$ cat src/rtl/adat_cdc_pkg.sv
// Shared types and defaults for the ADAT req/ack bus crossing.
package adat_cdc_pkg;

  typedef enum logic [1:0] {
    ST_IDLE     = 2'd0,
    ST_REQ      = 2'd1,
    ST_ACK_WAIT = 2'd2
  } hs_state_t;

  localparam int unsigned SYNC_STAGES_DEF = 2;

endpackage

$ cat src/rtl/sync_ff_rstn.sv
// Parameterized-depth flop synchronizer with async active-low reset; chain clears to 0.
module sync_ff_rstn #(
  parameter int unsigned STAGES = 2,
  parameter int unsigned WIDTH  = 1
) (
  input  logic             clk_i,
  input  logic             rst_ni,
  input  logic [WIDTH-1:0] d_i,
  output logic [WIDTH-1:0] q_o
);

  logic [STAGES-1:0][WIDTH-1:0] sync_q;

  always_ff @(posedge clk_i or negedge rst_ni) begin
    if (!rst_ni) sync_q <= '0;
    else         sync_q <= {sync_q[STAGES-2:0], d_i};
  end

  assign q_o = sync_q[STAGES-1];

endmodule

$ cat src/rtl/cdc_handshake_tx.sv
// Source side of a 4-phase req/ack crossing: valid/ready in, level req_o + stable data_o out,
// one-entry pending buffer so a word can be staged while the previous handshake completes.
module cdc_handshake_tx
  import adat_cdc_pkg::*;
#(
  parameter int unsigned DATA_WIDTH     = 24,
  parameter int unsigned SYNC_STAGES    = SYNC_STAGES_DEF,
  parameter int unsigned TIMEOUT_CYCLES = 0
) (
  input  logic                  clk_i,
  input  logic                  rst_ni,
  input  logic [DATA_WIDTH-1:0] s_data_i,
  input  logic                  s_valid_i,
  output logic                  s_ready_o,
  output logic                  req_o,
  output logic [DATA_WIDTH-1:0] data_o,
  input  logic                  ack_i,
  output logic                  busy_o,
  output logic                  err_timeout_o
);

  localparam int unsigned CNT_W = (TIMEOUT_CYCLES == 0) ? 1 : $clog2(TIMEOUT_CYCLES + 1);
  localparam logic [CNT_W-1:0] CNT_MAX  = CNT_W'(TIMEOUT_CYCLES);
  localparam logic [CNT_W-1:0] CNT_LAST = CNT_W'((TIMEOUT_CYCLES == 0) ? 0 : TIMEOUT_CYCLES - 1);

  hs_state_t             state_q;
  logic                  req_q;
  logic [DATA_WIDTH-1:0] data_q;
  logic [DATA_WIDTH-1:0] pend_q;
  logic                  pend_valid_q;
  logic [CNT_W-1:0]      cnt_q, cnt_d;
  logic                  err_q, err_d;
  logic                  ack_s;
  logic                  live_s;
  logic                  ready_raw;
  logic                  accept;

  sync_ff_rstn #(.STAGES(SYNC_STAGES), .WIDTH(1)) u_ack_sync (
    .clk_i  (clk_i),
    .rst_ni (rst_ni),
    .d_i    (ack_i),
    .q_o    (ack_s)
  );

  // Same-depth chain fed with 1: keeps s_ready_o low until ack_s reflects ack_i,
  // so a stale ack held across reset can never be missed.
  sync_ff_rstn #(.STAGES(SYNC_STAGES), .WIDTH(1)) u_live_sync (
    .clk_i  (clk_i),
    .rst_ni (rst_ni),
    .d_i    (1'b1),
    .q_o    (live_s)
  );

  always_comb begin
    ready_raw = 1'b0;
    case (state_q)
      ST_IDLE:     ready_raw = !ack_s;
      ST_REQ:      ready_raw = !pend_valid_q;
      ST_ACK_WAIT: ready_raw = !pend_valid_q || !ack_s;
      default:     ready_raw = 1'b0;
    endcase
  end

  assign s_ready_o = live_s && ready_raw;
  assign accept    = s_valid_i && s_ready_o;

  always_comb begin
    cnt_d = cnt_q;
    err_d = err_q;
    if (TIMEOUT_CYCLES != 0 && state_q != ST_IDLE) begin
      if (cnt_q != CNT_MAX)  cnt_d = cnt_q + CNT_W'(1);
      if (cnt_q == CNT_LAST) err_d = 1'b1;
    end
  end

  always_ff @(posedge clk_i or negedge rst_ni) begin
    if (!rst_ni) begin
      state_q      <= ST_IDLE;
      req_q        <= 1'b0;
      data_q       <= '0;
      pend_q       <= '0;
      pend_valid_q <= 1'b0;
      cnt_q        <= '0;
      err_q        <= 1'b0;
    end else begin
      cnt_q <= cnt_d;
      err_q <= err_d;
      case (state_q)
        ST_IDLE: begin
          if (accept) begin
            data_q  <= s_data_i;
            req_q   <= 1'b1;
            cnt_q   <= '0;
            state_q <= ST_REQ;
          end
        end
        ST_REQ: begin
          if (accept) begin
            pend_q       <= s_data_i;
            pend_valid_q <= 1'b1;
          end
          if (ack_s) begin
            req_q   <= 1'b0;
            state_q <= ST_ACK_WAIT;
          end
        end
        ST_ACK_WAIT: begin
          if (ack_s) begin
            if (accept) begin
              pend_q       <= s_data_i;
              pend_valid_q <= 1'b1;
            end
          end else if (pend_valid_q) begin
            // Pending word launches; the slot it vacates may refill on this same edge.
            data_q  <= pend_q;
            req_q   <= 1'b1;
            cnt_q   <= '0;
            state_q <= ST_REQ;
            if (accept) pend_q       <= s_data_i;
            else        pend_valid_q <= 1'b0;
          end else if (accept) begin
            data_q  <= s_data_i;
            req_q   <= 1'b1;
            cnt_q   <= '0;
            state_q <= ST_REQ;
          end else begin
            state_q <= ST_IDLE;
          end
        end
        default: state_q <= ST_IDLE;
      endcase
    end
  end

  assign req_o         = req_q;
  assign data_o        = data_q;
  assign busy_o        = (state_q != ST_IDLE) || pend_valid_q;
  assign err_timeout_o = err_q;

endmodule

$ cat config.mk
export PLATFORM = sky130hd
export DESIGN_NAME = cdc_handshake_tx
export DESIGN_NICKNAME = d
export VERILOG_FILES = /design/src/rtl/adat_cdc_pkg.sv /design/src/rtl/sync_ff_rstn.sv /design/src/rtl/cdc_handshake_tx.sv
export SDC_FILE = /design/constraint.sdc
export NUM_CORES = 1
export LEC_CHECK = 0
export CAP_MARGIN = 20
export CORE_ASPECT_RATIO = 0.6
export CORE_MARGIN = 5
export CORE_UTILIZATION = 30
export CTS_CLUSTER_DIAMETER = 200
export DETAILED_ROUTE_END_ITERATION = 12
export SYNTH_ARGS = -nofsm -noshare
export SYNTH_HDL_FRONTEND = slang
export SYNTH_SLANG_ARGS = --single-unit
$ cat constraint.sdc
create_clock -name clk_i -period 4.7 [get_ports clk_i]
set_clock_uncertainty 0.2 [all_clocks]
set_input_delay 0.94 -clock clk_i [delete_from_list [all_inputs] [get_ports clk_i]]
set_output_delay 0.94 -clock clk_i [all_outputs]
set_load 0.01 [all_outputs]
==> results.json <==
{
  "crit_end": "s_ready_o",
  "async_flop_share_pct": 100.0,
  "drc": 0,
  "startpoint": "state_q[0]$_DFFE_PN0P_",
  "max_freq_mhz": 309.5,
  "maxCapViolations": 0,
  "rrSetupSlack_ns": 1.73,
  "swShare_pct": 29.26,
  "cts_buffer_depth": 2,
  "critical_path.max_fanout": 7,
  "netlist_top_cells_count": "mux2_2, dfrtp_1, ha_1, inv_1, nand2b_1",
  "slew_viol_final": 0,
  "synth.top_cell.area_share_pct": 53.98,
  "synth_area_leaders": "dfrtp_1, mux2_2, ha_1",
  "start_kind": "register",
  "via_count": 1575,
  "num-nets-final": 266,
  "fp.dieH_um": 82.06,
  "htree_levels": 2,
  "grt_pass1_wl_mm": 8.514,
  "ys.flop_type": "dfrtp_1",
  "synth_edf_count": 0,
  "setup_viol": 0,
  "path_clk_slew_ns": 0.07,
  "pin_count": 56,
  "place_area_um2": 3219,
  "power_switching_w": 0.0005926,
  "synth.largest_area_cell": "dfrtp_1",
  "synthesis.area_um2": 2596,
  "overflow": 0,
  "critPathArrivalTime_ns": 2.09,
  "syn2layout_area_growth_pct": 29.64,
  "r2r_cells": 8,
  "place.port_buffers": 54,
  "post_cts_resized": 0,
  "reg2reg_to": "data_o[3]$_DFFE_PN0P_",
  "ir_drop_mv": 0.2260,
  "synth_fa_ha_area_share_pct": 2.410,
  "synth_cell_type_count": 27,
  "seq_area_frac_synth_pct": 53.98,
  "wirelength_mm": 5.235,
  "power_frac_seq_pct": 40.8,
  "r2r_start": "state_q[0]$_DFFE_PN0P_",
  "fin_crit_ns": 3.231,
  "viasPerCell": 4.552,
  "diodes": 0,
  "power_leakage_nw": 1.426,
  "tightest_slew_ns": 0.7228,
  "die_area_um2": 10680,
  "cts_setup_buffers": 0,
  "placementRows": 26,
  "tritoncts": "done",
  "synth_compound_area_share_pct": 4.434,
  "p_clk_share_pct": 18.7,
  "first_pass_iters": 4,
  "hold_viol": 0,
  "grt_use_total_pct": 10.43,
  "synth_area_per_cell_um2": 14.67,
  "crit_path_end_kind": "output port",
  "grt_max_degree": 57,
  "cts_root_buf": "clkbuf_16",
  "cts_buffers": 5,
  "grt_pass1_vias": 1635,
  "pwr-share-comb_pct": 40.5,
  "drtIter0Drc": 52,
  "antenna_found_initial": 0,
  "p_int_w": 0.001433,
  "die_width_um": 130.1,
  "layout-drive-gt1-share_pct": 36.75,
  "coreArea_um2": 8458,
  "ys_ff_latch": 56,
  "clkLatencyLatePin_ns": 0.29,
  "slew_headroom_pct": 51.81,
  "fin_util_pct": 39.79,
  "wl_per_cell_um": 15.13,
  "rsz0062_at_grt": "false",
  "period_share_pct": 68.74,
  "hold_buffers": 0,
  "ant_nets": 0,
  "power_density_nw_per_um2": 601.8,
  "design_area_um2": 3366,
  "synthSimpleGateAreaFrac_pct": 2.120,
  "ys_warn_count": 0,
  "status": "finished clean",
  "dp_hpwl_mm": 3.517,
  "place_congestion": 0.8005,
  "final.setup.tns_ns": 0,
  "min_path_type": "register to register",
  "synth_cells": 177,
  "critical_path_class": "register to output port",
  "synth_top_family_by_area": "multiplexers",
  "synth-xor-area-share_pct": 0,
  "yosysMostFrequentCell": "mux2_2",
  "cts.sinks": 56,
  "synth_mux_area_share_pct": 32.87,
  "synth_fp_nets": 210,
  "start_util_pct": 30.70,
  "worstPathRequired_ns": 3.56
}
[cell families (layout without fill, tap and decap cells)]
family,after synthesis,in the layout
simple gates,10,10
compound gates,14,14
fa+ha+maj,5,5
flops,56,56
other cells,2,2
buf+inv,14,71
mux,76,76
[placed cells by master, fill, tap and decap left out, drive strengths merged, types with 3 or more instances in the layout]
cell type and instances:
inv 5, buf 5, o21bai 3, clkdlybuf4s50 53
o21ai 3, nand2b 4, clkbuf 8, mux2 74
dfrtp 56, ha 5
[metal layers]
metal  vias to the layer above  track usage (%)  routed length [um]
met5                         -                0                   0
met4                         0            3.423                  65
met3                         6            4.288                 378
met2                        42            15.18                2254
met1                       788            14.05                2535
li1                        739                -                   -
[worst min path at each step]
stage | to | from | slack (ns) | cells past startpoint
5_1_grt | u_live_sync.q_o$_DFF_PN0_ | u_live_sync.sync_q[0]$_DFF_PN0_ | 0.16 | 0
2_1_floorplan | u_ack_sync.q_o$_DFF_PN0_ | u_ack_sync.sync_q[0]$_DFF_PN0_ | 0.13 | 0
3_3_place_gp | u_live_sync.q_o$_DFF_PN0_ | u_live_sync.sync_q[0]$_DFF_PN0_ | 0.14 | 0
3_5_place_dp | u_live_sync.q_o$_DFF_PN0_ | u_live_sync.sync_q[0]$_DFF_PN0_ | 0.14 | 0
6_report | u_live_sync.q_o$_DFF_PN0_ | u_live_sync.sync_q[0]$_DFF_PN0_ | 0.15 | 0
4_1_cts | u_live_sync.q_o$_DFF_PN0_ | u_live_sync.sync_q[0]$_DFF_PN0_ | 0.15 | 0
[worst max-delay path, cell delays in order, from the launching register on]
cell	delay, ns
dfrtp_1	0.48
inv_1	0.11
ha_1	0.30
o21bai_1	0.30
a21oi_1	0.11
clkdlybuf4s50_1	0.49
[registers in the layout, indices dropped and copies added (netlist names)]
signal              cells
state_q                 2
u_ack_sync.sync_q       1
req_o                   1
pend_valid_q            1
u_live_sync.q_o         1
u_live_sync.sync_q      1
pend_q                 24
u_ack_sync.q_o          1
data_o                 24
[power by group through the flow]
stage	sequential, W	clock [W]	combinational (W)
global placement	0.000833	0	0.000827
finish	0.000827	0.000378	0.000820
detailed placement	0.000838	0	0.000835
floorplan	0.000855	0	0.000458
CTS	0.000832	0.000394	0.000839
global route	0.000859	0.000408	0.000894
[layout make-up]
type	count	area (um2)
fill	810	5092
tap	112	140.1
multi-input combinational	107	1094
clock buffer	8	146.4
inverter	5	18.77
timing repair buffer	58	565.5
sequential	56	1401
[through the flow]
step / hold WS, ns / setup slack [ns] / power (W) / std cells
floorplan: 0.1312 / 2.287 / 0.001313 / 177
global route: 0.1633 / 1.342 / 0.002161 / 346
finish: 0.1488 / 1.469 / 0.002025 / 346
global placement: 0.1359 / 1.395 / 0.001660 / 338
detailed placement: 0.1362 / 1.350 / 0.001673 / 338
CTS: 0.1483 / 1.442 / 0.002065 / 346
Power figures use the tool's default switching activity.
